--- config.mk ---
export PLATFORM = sky130hd
export DESIGN_NAME = ps2_key_rx
export DESIGN_NICKNAME = d
export VERILOG_FILES = /design/src/rtl/ps2_key_rx.sv
export SDC_FILE = /design/constraint.sdc
export NUM_CORES = 1
export LEC_CHECK = 0
export BUFFER_PORTS_ARGS = -buffer_cell sky130_fd_sc_hd__buf_2
export CORE_ASPECT_RATIO = 0.75
export CORE_MARGIN = 2
export CORE_UTILIZATION = 45
export DETAILED_ROUTE_END_ITERATION = 6
export SETUP_SLACK_MARGIN = 0.5
export SYNTH_ARGS = -nofsm -noshare
export SYNTH_HDL_FRONTEND = slang
export SYNTH_SLANG_ARGS = --single-unit
--- constraint.sdc ---
create_clock -name clk -period 2.1 [get_ports clk]
set_input_delay 0.63 -clock clk [delete_from_list [all_inputs] [get_ports clk]]
set_output_delay 0.63 -clock clk [all_outputs]
set_load 0.005 [all_outputs]
--- src/rtl/ps2_key_rx.sv ---
// PS/2 keyboard receiver: synchronise/de-glitch ps2c, deserialise frames, strip F0/E0 prefixes.
// Build option: define PS2_PARITY_CHECK_EN to reject frames with bad odd parity.
module ps2_key_rx #(
  parameter int unsigned FILTER_LEN  = 8,
  parameter int unsigned TIMEOUT_CYC = 200000
) (
  input  logic       clk,
  input  logic       reset,
  input  logic       ps2c,
  input  logic       ps2d,
  output logic [7:0] key_code,
  output logic       key_done,
  output logic       key_release,
  output logic       key_ext,
  output logic       rx_err
);

  localparam int unsigned TW = $clog2(TIMEOUT_CYC + 1);

  typedef enum logic [1:0] {IDLE, DATA, CHECK} state_t;

  state_t                state_q, state_d;
  logic [1:0]            c_sync_q, d_sync_q;
  logic [FILTER_LEN-1:0] filt_q, filt_d;
  logic                  fclk_q, fclk_d;
  logic                  fall;
  logic [3:0]            bit_cnt_q, bit_cnt_d;
  logic [9:0]            shift_q, shift_d;
  logic [TW-1:0]         timer_q, timer_d;
  logic                  timeout;
  logic                  brk_q, brk_d, ext_q, ext_d;
  logic [7:0]            key_code_q, key_code_d;
  logic                  key_ext_q, key_ext_d;
  logic                  done_q, done_d, release_q, release_d, err_q, err_d;
  logic                  parity_ok, frame_ok;

  // Filtered clock only moves when the whole window agrees; otherwise it holds.
  always_comb begin
    filt_d = {filt_q[FILTER_LEN-2:0], c_sync_q[1]};
    fclk_d = fclk_q;
    if (&filt_q)       fclk_d = 1'b1;
    else if (~|filt_q) fclk_d = 1'b0;
  end

  assign fall    = fclk_q & ~fclk_d;
  assign timeout = (timer_q == TW'(TIMEOUT_CYC));

`ifdef PS2_PARITY_CHECK_EN
  assign parity_ok = ^shift_q[8:0];
`else
  assign parity_ok = 1'b1;
`endif
  assign frame_ok = shift_q[9] & parity_ok;

  always_ff @(posedge clk or negedge reset) begin
    if (!reset) state_q <= IDLE;
    else        state_q <= state_d;
  end

  always_comb begin
    state_d = state_q;
    unique case (state_q)
      IDLE:  if (fall && !d_sync_q[1]) state_d = DATA;
      DATA: begin
        if (fall) begin
          if (bit_cnt_q == 4'd9) state_d = CHECK;
        end else if (timeout) begin
          state_d = IDLE;
        end
      end
      CHECK: state_d = IDLE;
      default: state_d = IDLE;
    endcase
  end

  always_comb begin
    bit_cnt_d  = bit_cnt_q;
    shift_d    = shift_q;
    timer_d    = timer_q;
    brk_d      = brk_q;
    ext_d      = ext_q;
    key_code_d = key_code_q;
    key_ext_d  = key_ext_q;
    done_d     = 1'b0;
    release_d  = 1'b0;
    err_d      = 1'b0;
    unique case (state_q)
      IDLE: begin
        timer_d = '0;
        if (fall && !d_sync_q[1]) bit_cnt_d = '0;
      end
      DATA: begin
        if (fall) begin
          shift_d   = {d_sync_q[1], shift_q[9:1]};
          bit_cnt_d = bit_cnt_q + 4'd1;
          timer_d   = '0;
        end else if (timeout) begin
          err_d = 1'b1;
          brk_d = 1'b0;
          ext_d = 1'b0;
        end else begin
          timer_d = timer_q + TW'(1);
        end
      end
      CHECK: begin
        if (!frame_ok) begin
          err_d = 1'b1;
          brk_d = 1'b0;
          ext_d = 1'b0;
        end else if (shift_q[7:0] == 8'hF0) begin
          brk_d = 1'b1;
        end else if (shift_q[7:0] == 8'hE0) begin
          ext_d = 1'b1;
        end else begin
          key_code_d = shift_q[7:0];
          key_ext_d  = ext_q;
          done_d     = ~brk_q;
          release_d  = brk_q;
          brk_d      = 1'b0;
          ext_d      = 1'b0;
        end
      end
      default: ;
    endcase
  end

  always_ff @(posedge clk or negedge reset) begin
    if (!reset) begin
      c_sync_q   <= '1;
      d_sync_q   <= '1;
      filt_q     <= '1;
      fclk_q     <= 1'b1;
      bit_cnt_q  <= '0;
      shift_q    <= '0;
      timer_q    <= '0;
      brk_q      <= 1'b0;
      ext_q      <= 1'b0;
      key_code_q <= '0;
      key_ext_q  <= 1'b0;
      done_q     <= 1'b0;
      release_q  <= 1'b0;
      err_q      <= 1'b0;
    end else begin
      c_sync_q   <= {c_sync_q[0], ps2c};
      d_sync_q   <= {d_sync_q[0], ps2d};
      filt_q     <= filt_d;
      fclk_q     <= fclk_d;
      bit_cnt_q  <= bit_cnt_d;
      shift_q    <= shift_d;
      timer_q    <= timer_d;
      brk_q      <= brk_d;
      ext_q      <= ext_d;
      key_code_q <= key_code_d;
      key_ext_q  <= key_ext_d;
      done_q     <= done_d;
      release_q  <= release_d;
      err_q      <= err_d;
    end
  end

  assign key_code    = key_code_q;
  assign key_done    = done_q;
  assign key_release = release_q;
  assign key_ext     = key_ext_q;
  assign rx_err      = err_q;

endmodule

==> impl.org, run 1 <==
** Status
- The run finished with clean final reports.

** Power and ir drop
- For this design the static power due to leakage is 1.70 nW.
- Cell internal power was estimated by the tool at 0.00171 W.
- IR drop worst, VDD :: 0.448 mV
- In this run switching power makes up between 20% and 30% of total power.
- Of the total power, combinational logic draws under 10%.
- The completed layout was analyzed and its total power is 0.00223 W.
- In this run the power spent charging and discharging nets is 0.000522 W.
- Registers are responsible for a little under three fifths of the overall power.
- For this design the ratio of total power to cell area is around 580 mW/mm^2.
- The share of total power dissipated in the clock network is just over 40%.

** Clock network
- For the worst-skew pair, the clock arrives at the later sink with an insertion delay of about 0.34 ns.
- After clock tree synthesis, the clock-pin slew on the worst setup and hold paths is 0.07 ns.
- The tree is rooted in a sky130_fd_sc_hd__clkbuf_8.
- CTS Buf Count :: 9
- H-tree Lvls :: 3
- Clock tree from TritonCTS :: built
- In this run the deepest clock path goes through 2 buffers.
- Buffers inserted to repair hold after CTS numbered 0.
- The tree built by TritonCTS fans out to 61 sinks.

** Placed design
- During placement, the flow inserted port buffers numbering 15.
- Routability-driven placement congestion ratio :: about 0.85
- Once placement finished, the instance area stood at 0.00312 sq mm.
- The wire-length estimate of the detail-placed layout is slightly below 4000 um.
- The number of placed instances, taps included, is 350.

** Layout
- Final cell area excluding filler cells :: between 0.003 and 0.004 sq mm
- Number of nets in the final layout :: roughly 330
- Layout cells sized above 1 :: roughly half
- From synthesis to final layout, the design area changed by 35.4%.
- Count of non-filler cells in the finished layout :: about 400
- 0 antenna diodes ended up in the layout.

** Logic synthesis
- Top-area cell type share of the netlist area :: a little over two fifths
- Post-Syn Instances :: between 200 and 300
- Sequential cell area fraction in the yosys report :: 53.8%
- The most used flip-flop cell after synthesis is sky130_fd_sc_hd__dfrtp_1.
- Multiplexer cells account for 7.46% of the synthesized area.
- Arithmetic-cell share of the synthesized area counting full adders, half adders and majority gates :: roughly 3.1%
- Counting every net in the synthesized netlist gives approximately 260.
- For this run, asynchronously set or reset flops after synthesis account for between 90% and 100%.
- After Yosys synthesis, XOR and XNOR cells account for 0.611% of the synthesized area.
- Dominant combinational cell family by area after synthesis :: simple AND/OR/NAND/NOR gates
- In this run, distinct cell masters in the synthesized netlist total 51.
- Summing the areas of all and, or, nand and nor instances in the mapped netlist gives 17.8% of the synthesized area.
- Mean cell area of the mapped netlist :: 11.4 sq um
- Yosys warns :: 0
- Synthesized cell area :: approximately 0.0029 sq mm
- Flip-flop and latch count after synthesis :: 61
- Top post-synthesis cells by area :: sky130_fd_sc_hd__dfrtp_1, sky130_fd_sc_hd__dfstp_2, sky130_fd_sc_hd__mux2_2
- Count of flip-flops with a built-in enable after synthesis :: 0
- Compound-gate portion of the synthesized area :: around 15%
- Leading area contributor after synthesis :: sky130_fd_sc_hd__dfrtp_1

** Die
- The die is a little under 100 um wide.
- The core region is 0.00622 sq mm.
- Initial Utilization :: between 40% and 50%
- Count of boundary I/O pins :: 16
- From bottom edge to top edge, the die measures between 70 and 80 um.
- The die covers 0.00703 sq mm.
- The floorplan has 25 rows.

** Routing
- Number of detailed-route iterations in the first pass :: 4
- After detailed routing, the number of vias per cell comes to roughly 5.7.
- Routed length per instance :: approximately 17 um
- Post-route ant nets :: 0
- Initial DRC count :: between 150 and 200
- The routed layout has between 2,000 and 2,500 vias.
- For this run, design rule violations remaining after detail routing come to 0.
- Summed over all layers, the routed wires come to around 7000 um.

** Timing
- Transition time at the pin with the least slew margin :: ~0.45 ns
- Setup violations remaining at the end of the flow were counted as 0.
- In the final timing run, aggregate negative setup slack is 0 ns.
- Hold Fails Final Rpt :: 0
- Counting I/O delays and the setup requirement, the final critical path takes around 1.7 ns.
- The max-slew violation count is 0.
- Achievable clock frequency :: 0.582 GHz
- For the final database, setup skew stands at around 0.0076 ns.
- Post-route clock period utilization :: 81.8%
- Headroom to the max-slew limit :: 69.9%
- Setup repair after global routing could not meet its margin everywhere.

** Global routing
- All-Layer GR Usage :: 20.7%
- Entering global routing, the biggest net connects 62 pins.
- For met3 alone, demand over resource in global routing was under 10%.
- GR met1 Demand/Resource :: 30.2%
- The first global-routing pass estimated between 10,000 and 15,000 um of wire.
- After global routing, the most crowded layer is met1.
- The total overflow left after global routing is 0.
- The number of global-route vias before repair was about 2,200.
- For met2 alone, demand over resource in global routing was 28.5%.
- The initial antenna violation count came to 0.

** Worst setup path
- The critical path is of the reg2reg type.
- Required time of the critical path :: roughly 2.3 ns
- Worst setup slack for register-to-register paths :: about 0.38 ns
- Reg2Reg Depth :: 7
- Crit Path Max Fanout :: 6
- The worst setup path is captured at a flip-flop.
- Reg2reg end :: bit_cnt_q[3]
- Startpoint of the worst-slack reg-to-reg timing path :: filt_q[1]
- Data arrival, critical path :: between 1.5 and 2 ns
- Launching element type of the critical path :: flip-flop

** Hold path
- In this run the worst hold path is classified as in2async.

** Run
- The tool flagged a number of max-cap violations equal to 0.
cells by family (layout without fill, tap and decap cells):
kind of cell | after synthesis | in the layout
flip-flops | 61 | 61
AND/OR/NAND/NOR | 86 | 86
AO/OA/AOI/OAI | 62 | 62
buffers and inverters | 14 | 83
adder cells (fa/ha/maj) | 7 | 7
multiplexers | 19 | 19
XOR/XNOR | 2 | 2
routing by layer:
metal	wire, um	part of all wire, %	vias up
met1	3220	47	1138
met5	0	0	-
met4	150	2.2	0
met3	428	6.2	19
met2	3130	45	77
li1	-	-	1066
per-stage QoR:
stage	util (%)	hold WS [ns]	setup slack, ns
detailed placement	50.1	0.349	0.206
CTS	59.1	0.285	0.405
global placement	50.1	0.345	0.269
floorplan	-	0.334	0.455
global route	62.4	0.292	0.292
finish	62.4	0.286	0.382
power by group through the flow:
stage	logic [W]	registers, W	clock network (W)
2_1_floorplan	0.0000194	0.00124	0
6_report	0.000103	0.00123	0.000901
3_5_place_dp	0.0000549	0.00124	0
4_1_cts	0.0000940	0.00122	0.000928
5_1_grt	0.000114	0.00123	0.000994
3_3_place_gp	0.0000545	0.00124	0
worst max path at each step:
stage               slack, ns  cells past startpoint  startpoint            to
finish                   0.38                      7   filt_q[1]  bit_cnt_q[3]
global placement         0.27                      4  timer_q[9]         ext_q
floorplan                0.46                      7  timer_q[0]         ext_q
global route             0.29                      8  state_q[1]    timer_q[2]
CTS                      0.41                      7  timer_q[1]         ext_q
detailed placement       0.21                      4  timer_q[9]         ext_q
worst max-delay path, cell delays in order (launching register included):
cell	delay, ns
sky130_fd_sc_hd__dfstp_2	0.39
sky130_fd_sc_hd__nor4_4	0.29
sky130_fd_sc_hd__buf_6	0.17
sky130_fd_sc_hd__nand4_1	0.13
sky130_fd_sc_hd__buf_6	0.18
sky130_fd_sc_hd__nor3_2	0.17
sky130_fd_sc_hd__a21oi_1	0.07
sky130_fd_sc_hd__o221ai_1	0.22
Yosys cell counts (4+ instances only):
| cell type | number |
|---|---|
| sky130_fd_sc_hd__ha_1 | 7 |
| sky130_fd_sc_hd__nand4_1 | 8 |
| sky130_fd_sc_hd__and3_1 | 8 |
| sky130_fd_sc_hd__nand3_1 | 12 |
| sky130_fd_sc_hd__nand2_1 | 21 |
| sky130_fd_sc_hd__dfstp_2 | 13 |
| sky130_fd_sc_hd__inv_1 | 6 |
| sky130_fd_sc_hd__o21ai_0 | 22 |
| sky130_fd_sc_hd__mux2_2 | 19 |
| sky130_fd_sc_hd__a21oi_1 | 8 |
| sky130_fd_sc_hd__a22o_1 | 4 |
| sky130_fd_sc_hd__a31oi_1 | 9 |
| sky130_fd_sc_hd__dfrtp_1 | 48 |
| sky130_fd_sc_hd__nor2_1 | 11 |
cells in the final DEF, fill, tap and decap left out, drive strengths merged, types with 2 or more instances in the layout:
master	count
clkbuf	12
dfstp	13
nor3	5
clkinvlp	3
ha	7
xnor2	2
nand4	8
a21oi	9
dfrtp	48
nand2	21
a21o	3
a31o	2
o21ai	22
mux2	19
nor4	6
inv	5
buf	61
nand4b	3
clkinv	2
a31oi	9
nand2b	3
o221ai	2
and3	8
a22o	4
nor2	12
nand3	13
o31ai	3
cell type report:
cell class              instances  area, sq um
clock buffers                  12          145
clock inverters                 4         25.0
fillers                       460         2340
inverters                       6         26.3
multi-input cells             176         1510
flip-flops and latches         61         1560
well taps                      81          101
repair buffers                 61          520
sequential cells by signal, indices dropped and copies added, names as in the netlist:
register	count
state_q	2
key_done	1
rx_err	1
timer_q	18
d_sync_q	2
key_code	8
shift_q	10
bit_cnt_q	4
fclk_q	1
filt_q	8
ext_q	1
c_sync_q	2
key_release	1
brk_q	1
key_ext	1
repair_timing:
| action | in CTS | in global routing |
|---|---|---|
| pin swaps | 19 | 19 |
| setup endpoints to repair | 36 | 45 |
| gates resized for setup | 44 | 41 |
| setup buffers | 28 | 7 |
Power figures use the tool's default switching activity.
==> inputs of run 2 (changes only) <==
- ABC_AREA: not set -> 1
- clock period: 2.1 -> 1.7 ns (I/O delays scaled with it)
==> run 2 against run 1 <==
  * Non-clock buffer count up 20
  * Setup slack got worse by 0.28 ns
  * Maximum frequency up 7.2%
  * Final cell count up 41%
  * Critical path type unchanged
  * Highest routed layer unchanged
  * Clock power increased by 58%
  * Design area grew 16%
  * Combinational power down 25%
  * Global-route usage rose by 1.0 points
  * Sequential cell count stayed put
  * Clock skew barely moved
==> impl.org, run 2 <==
** Die
- Area of the die :: 0.00758 sq mm (was 0.00703 sq mm)
- Count of boundary I/O pins :: 16 (unchanged)
- Die X-Extent :: 99.8 um (was 96.2 um)
- Rows :: 26 (was 25)
- Height of the die :: 75.9 um (was 73.1 um)
- The area of the placeable core is 0.00673 sq mm (was 0.00622 sq mm).
- The starting density of the core came to 46.0% (was 46.1%).

** Worst setup path
- The critical setup path kind was reg2reg (unchanged).
- Launching element type of the critical path :: flip-flop (unchanged)
- The startpoint of the lowest-slack register-to-register path is timer_q[0] (was filt_q[1]).
- Reg2Reg Depth :: 11 (was 7)
- The flop-to-flop setup slack is 0.1 ns (was 0.38 ns).
- The worst endpoint data arrival time came to 1.88 ns (was 1.96 ns).
- The required time of the critical path is 1.98 ns (was 2.34 ns).
- The maximum fanout along the worst path was 3 (was 6).
- Reg2reg end :: rx_err (was bit_cnt_q[3])
- Crit. End Element :: flip-flop (unchanged)

** Layout
- Regs by FF count :: timer_q (18), shift_q (10) (unchanged)
- Highest-count cells in the layout ignoring fill and taps: sky130_fd_sc_hd__nand2_1, sky130_fd_sc_hd__buf_4, sky130_fd_sc_hd__dfrtp_1, sky130_fd_sc_hd__nand2_2 (was sky130_fd_sc_hd__dfrtp_1, sky130_fd_sc_hd__buf_4, sky130_fd_sc_hd__mux2_2, sky130_fd_sc_hd__nand2_1, sky130_fd_sc_hd__buf_2).
- Synthesis-to-layout area growth :: 45.1% (was 35.4%)
- The leading cell type in the layout, fill and taps excluded is sky130_fd_sc_hd__nand2_1 (was sky130_fd_sc_hd__dfrtp_1).
- The area of combinational cells with multiple inputs was 0.00173 sq mm (was 0.00151 sq mm).
- Number of nets in the final layout :: 488 (was 326)
- Sequential Area :: 0.00155 sq mm (was 0.00156 sq mm)
- Max FFs per register :: 18 (unchanged)
- Most flop-heavy register :: timer_q (unchanged)
- The share of cells above drive strength 1 was 44.6% (was 51.6%).
- The number of antenna repair diodes came to 0 (unchanged).
- The number of fill cells is 504 (was 460).

** Logic synthesis
- Flip-flop and latch count after synthesis :: 61 (unchanged)
- Sequential cell area fraction in the yosys report :: 49.8% (was 53.8%)
- The most used standard cell by instance count after synthesis was sky130_fd_sc_hd__nand2_1 (was sky130_fd_sc_hd__dfrtp_1).
- Top post-synthesis cells by area: sky130_fd_sc_hd__dfrtp_1, sky130_fd_sc_hd__nand2_1, sky130_fd_sc_hd__dfstp_2 (was sky130_fd_sc_hd__dfrtp_1, sky130_fd_sc_hd__dfstp_2, sky130_fd_sc_hd__mux2_2).
- The combined area of all synthesized cells came to 0.00310 sq mm (was 0.00287 sq mm).
- The number of distinct library cells after synthesis is 29 (was 51).
- Most instantiated cells after synthesis: sky130_fd_sc_hd__nand2_1, sky130_fd_sc_hd__dfrtp_1, sky130_fd_sc_hd__nor2_1 (was sky130_fd_sc_hd__dfrtp_1, sky130_fd_sc_hd__o21ai_0, sky130_fd_sc_hd__nand2_1).
- The cell count after synthesis is 396 (was 251).
- The per-instance average area after synthesis is 7.83 sq um (was 11.4 sq um).
- Yosys warns :: 0 (unchanged)
- The share of synthesized registers carrying an async set or reset came to 100% (unchanged).
- The number of flops mapped to enable cells by yosys was 0 (unchanged).
- The net count after synthesis is 407 (was 262).
- The most used flip-flop cell after synthesis is sky130_fd_sc_hd__dfrtp_1 (unchanged).
- The largest area contributor in the netlist is sky130_fd_sc_hd__dfrtp_1 (unchanged).
- Top-area cell type share of the netlist area :: 38.7% (was 41.9%)

** Clock network
- The number of H-tree levels is 3 (unchanged).
- Clock slew seen by the registers of the worst setup and hold paths :: 0.07 ns (about the same)
- The total clock sinks was 61 (unchanged).
- Buffers from clock root to sink, at most :: 2 (unchanged)
- The number of buffers inserted for hold repair after clock tree synthesis came to 0 (unchanged).
- CTS Buf Count :: 9 (unchanged)
- The clock insertion delay at the later pin of the skew report was 0.35 ns (was 0.34 ns).
- The TritonCTS clock tree was built (unchanged).
- Root Driver :: sky130_fd_sc_hd__clkbuf_8 (unchanged)

** Timing
- Final setup skew :: 0.00792 ns (was 0.00759 ns)
- The time the worst path needs with I/O delays and setup is 1.60 ns (was 1.72 ns).
- Achievable clock frequency :: 0.624 GHz (was 0.582 GHz)
- Post-route clock period utilization :: 94.2% (was 81.8%)
- The final setup violation count came to 0 (unchanged).
- The max-slew headroom at the worst pin was 75.0% (was 69.9%).
- The final-layout setup total negative slack was 0 ns (unchanged).
- The final-report hold violation count is 0 (unchanged).
- Setup repair after global routing missed its margin: yes (unchanged).
- Count of final max-slew check failures :: 0 (unchanged)
- The hold slack is 0.167 ns (was 0.286 ns).
- Transition time at the pin with the least slew margin :: 0.373 ns (was 0.451 ns)

** Routing
- The routed wire length per instance is 15.1 um (was 17.3 um).
- The via count was 2,973 (was 2,300).
- The per-cell via count in the routed design is 5.25 (was 5.74).
- The count of routing violations after the opening detailed-route iteration came to 190 (was 181).
- The total routed wirelength was 8560 um (was 6930 um).
- Post-detailed-route DRC marker count :: 0 (unchanged)
- Number of detailed-route iterations in the first pass :: 5 (was 4)
- The residual antenna-violating net count after detailed routing is 0 (unchanged).

** Placed design
- Routability-driven placement congestion ratio :: 0.920 (was 0.855)
- DP Wirelength :: 5170 um (was 3900 um)
- The number of I/O port buffers is 15 (unchanged).

** Power and ir drop
- Relative contribution of the clock network to total power :: 47.5% (was 40.3%)
- IR drop worst, VDD :: 0.481 mV (was 0.448 mV)
- Internal power :: 0.00233 W (was 0.00171 W)
- Power spent charging and discharging nets :: 0.000669 W (was 0.000522 W)
- The part of the total power dissipated in sequential elements was 50.0% (was 55.1%).
- Switching share of total power :: 22.3% (was 23.4%)
- The static leakage is 2.04 nW (was 1.70 nW).
- Power density of the placed cells :: 667 mW/mm^2 (was 575 mW/mm^2)
- The combinational share of power was 2.6% (was 4.6%).

** Global routing
- The met1 track demand over resource in global routing came to 31.9% (was 30.2%).
- Most crowded layer after global routing :: met1 (unchanged)
- Number of global-route vias before repair :: 2,530 (was 2,206)
- Sum of overflow across all layers after global routing :: 0 (unchanged)
- Initial antenna violation count :: 0 (unchanged)
- Global-route wire length before repair :: 12,500 um (was 10,900 um)
- The met3 routing resource usage after global routing is 4.95% (was 7.75%).
- The met2 demand-to-capacity share in global routing was 31.7% (was 28.5%).
- All-Layer GR Usage :: 21.7% (was 20.7%)
- The pin count of the biggest net entering global routing is 62 (unchanged).

** Run
- Total of max-cap violations :: 0 (unchanged)

** Status
- Run status: finished, final reports clean (unchanged).

** Hold path
- Worst min path class :: in2async (unchanged)
-- run 2: power groups by stage --
stage | registers (W) | logic [W] | clock network [W]
CTS | 0.00150 | 0.0000706 | 0.00146
global route | 0.00150 | 0.0000878 | 0.00153
finish | 0.00150 | 0.0000770 | 0.00142
global placement | 0.00152 | 0.0000640 | 0
floorplan | 0.00152 | 0.0000193 | 0
detailed placement | 0.00152 | 0.0000651 | 0
-- run 2: layer usage --
metal | up-vias | share of wire (%) | routed length [um]
li1 | 1456 | - | -
met1 | 1415 | 47 | 4050
met2 | 91 | 45 | 3880
met3 | 11 | 6.1 | 522
met4 | 0 | 1.1 | 97
met5 | - | 0 | 0
-- run 2: how the worst max path moves through the flow --
| stage | startpoint | to | slack (ns) | cells past startpoint |
|---|---|---|---|---|
| after floorplan | timer_q[0] | timer_q[0] | 0.25 | 13 |
| after global placement | timer_q[1] | timer_q[14] | 0.09 | 10 |
| after detailed placement | timer_q[1] | timer_q[14] | 0.08 | 10 |
| after CTS | timer_q[0] | timer_q[4] | 0.14 | 13 |
| after global routing | timer_q[2] | timer_q[10] | 0.03 | 8 |
| final | timer_q[0] | rx_err | 0.1 | 11 |
-- run 2: cells by family (layout without fill, tap and decap cells) --
| logic type | after synthesis | after routing | share of synthesized area, % |
|---|---|---|---|
| AND/OR/NAND/NOR | 238 | 238 | 33.1 |
| flip-flops | 61 | 61 | 49.8 |
| buffers and inverters | 52 | 138 | 7.06 |
| AO/OA/AOI/OAI | 34 | 34 | 6.01 |
| adder cells (fa/ha/maj) | 7 | 7 | 2.82 |
| XOR/XNOR | 3 | 3 | 0.848 |
| multiplexers | 1 | 1 | 0.363 |
-- run 2: per-stage QoR --
stage	area [sq um]	std cells	power (W)	worst slack, ns	utilization, %
6_report	4500	566	0.00300	0.0980	66.8
5_1_grt	4500	566	0.00311	0.0318	66.8
4_1_cts	4120	554	0.00302	0.144	61.2
3_5_place_dp	3490	514	0.00159	0.0843	51.9
3_3_place_gp	3490	514	0.00158	0.0931	51.9
2_1_floorplan	3140	396	0.00154	0.248	-
-- run 2: timing repair --
item	4_1_cts	5_1_grt
pin swaps	15	25
cloned	3	1
endpoints found under the setup margin	60	60
endpoints found under the hold margin	0	0
buffers inserted	21	11
resized for setup	58	81
-- run 2: critical path: stages, from the launching register on --
cell and delay [ns]:
sky130_fd_sc_hd__dfrtp_2 0.43, sky130_fd_sc_hd__inv_2 0.08, sky130_fd_sc_hd__ha_4 0.12, sky130_fd_sc_hd__nand2_1 0.04, sky130_fd_sc_hd__nor2_1 0.08, sky130_fd_sc_hd__nand2_1 0.05, sky130_fd_sc_hd__nor2_1 0.08, sky130_fd_sc_hd__nand2_1 0.09
sky130_fd_sc_hd__buf_4 0.15, sky130_fd_sc_hd__buf_6 0.11, sky130_fd_sc_hd__o22ai_1 0.11, sky130_fd_sc_hd__and2_1 0.19
-- run 2: cell type report --
cell class | instances | share of cell area [%]
multi-input cells | 283 | 38.5
flip-flops and latches | 61 | 34.3
repair buffers | 81 | 16.3
inverters | 41 | 3.70
clock buffers | 10 | 2.84
well taps | 84 | 2.34
clock inverters | 6 | 1.92
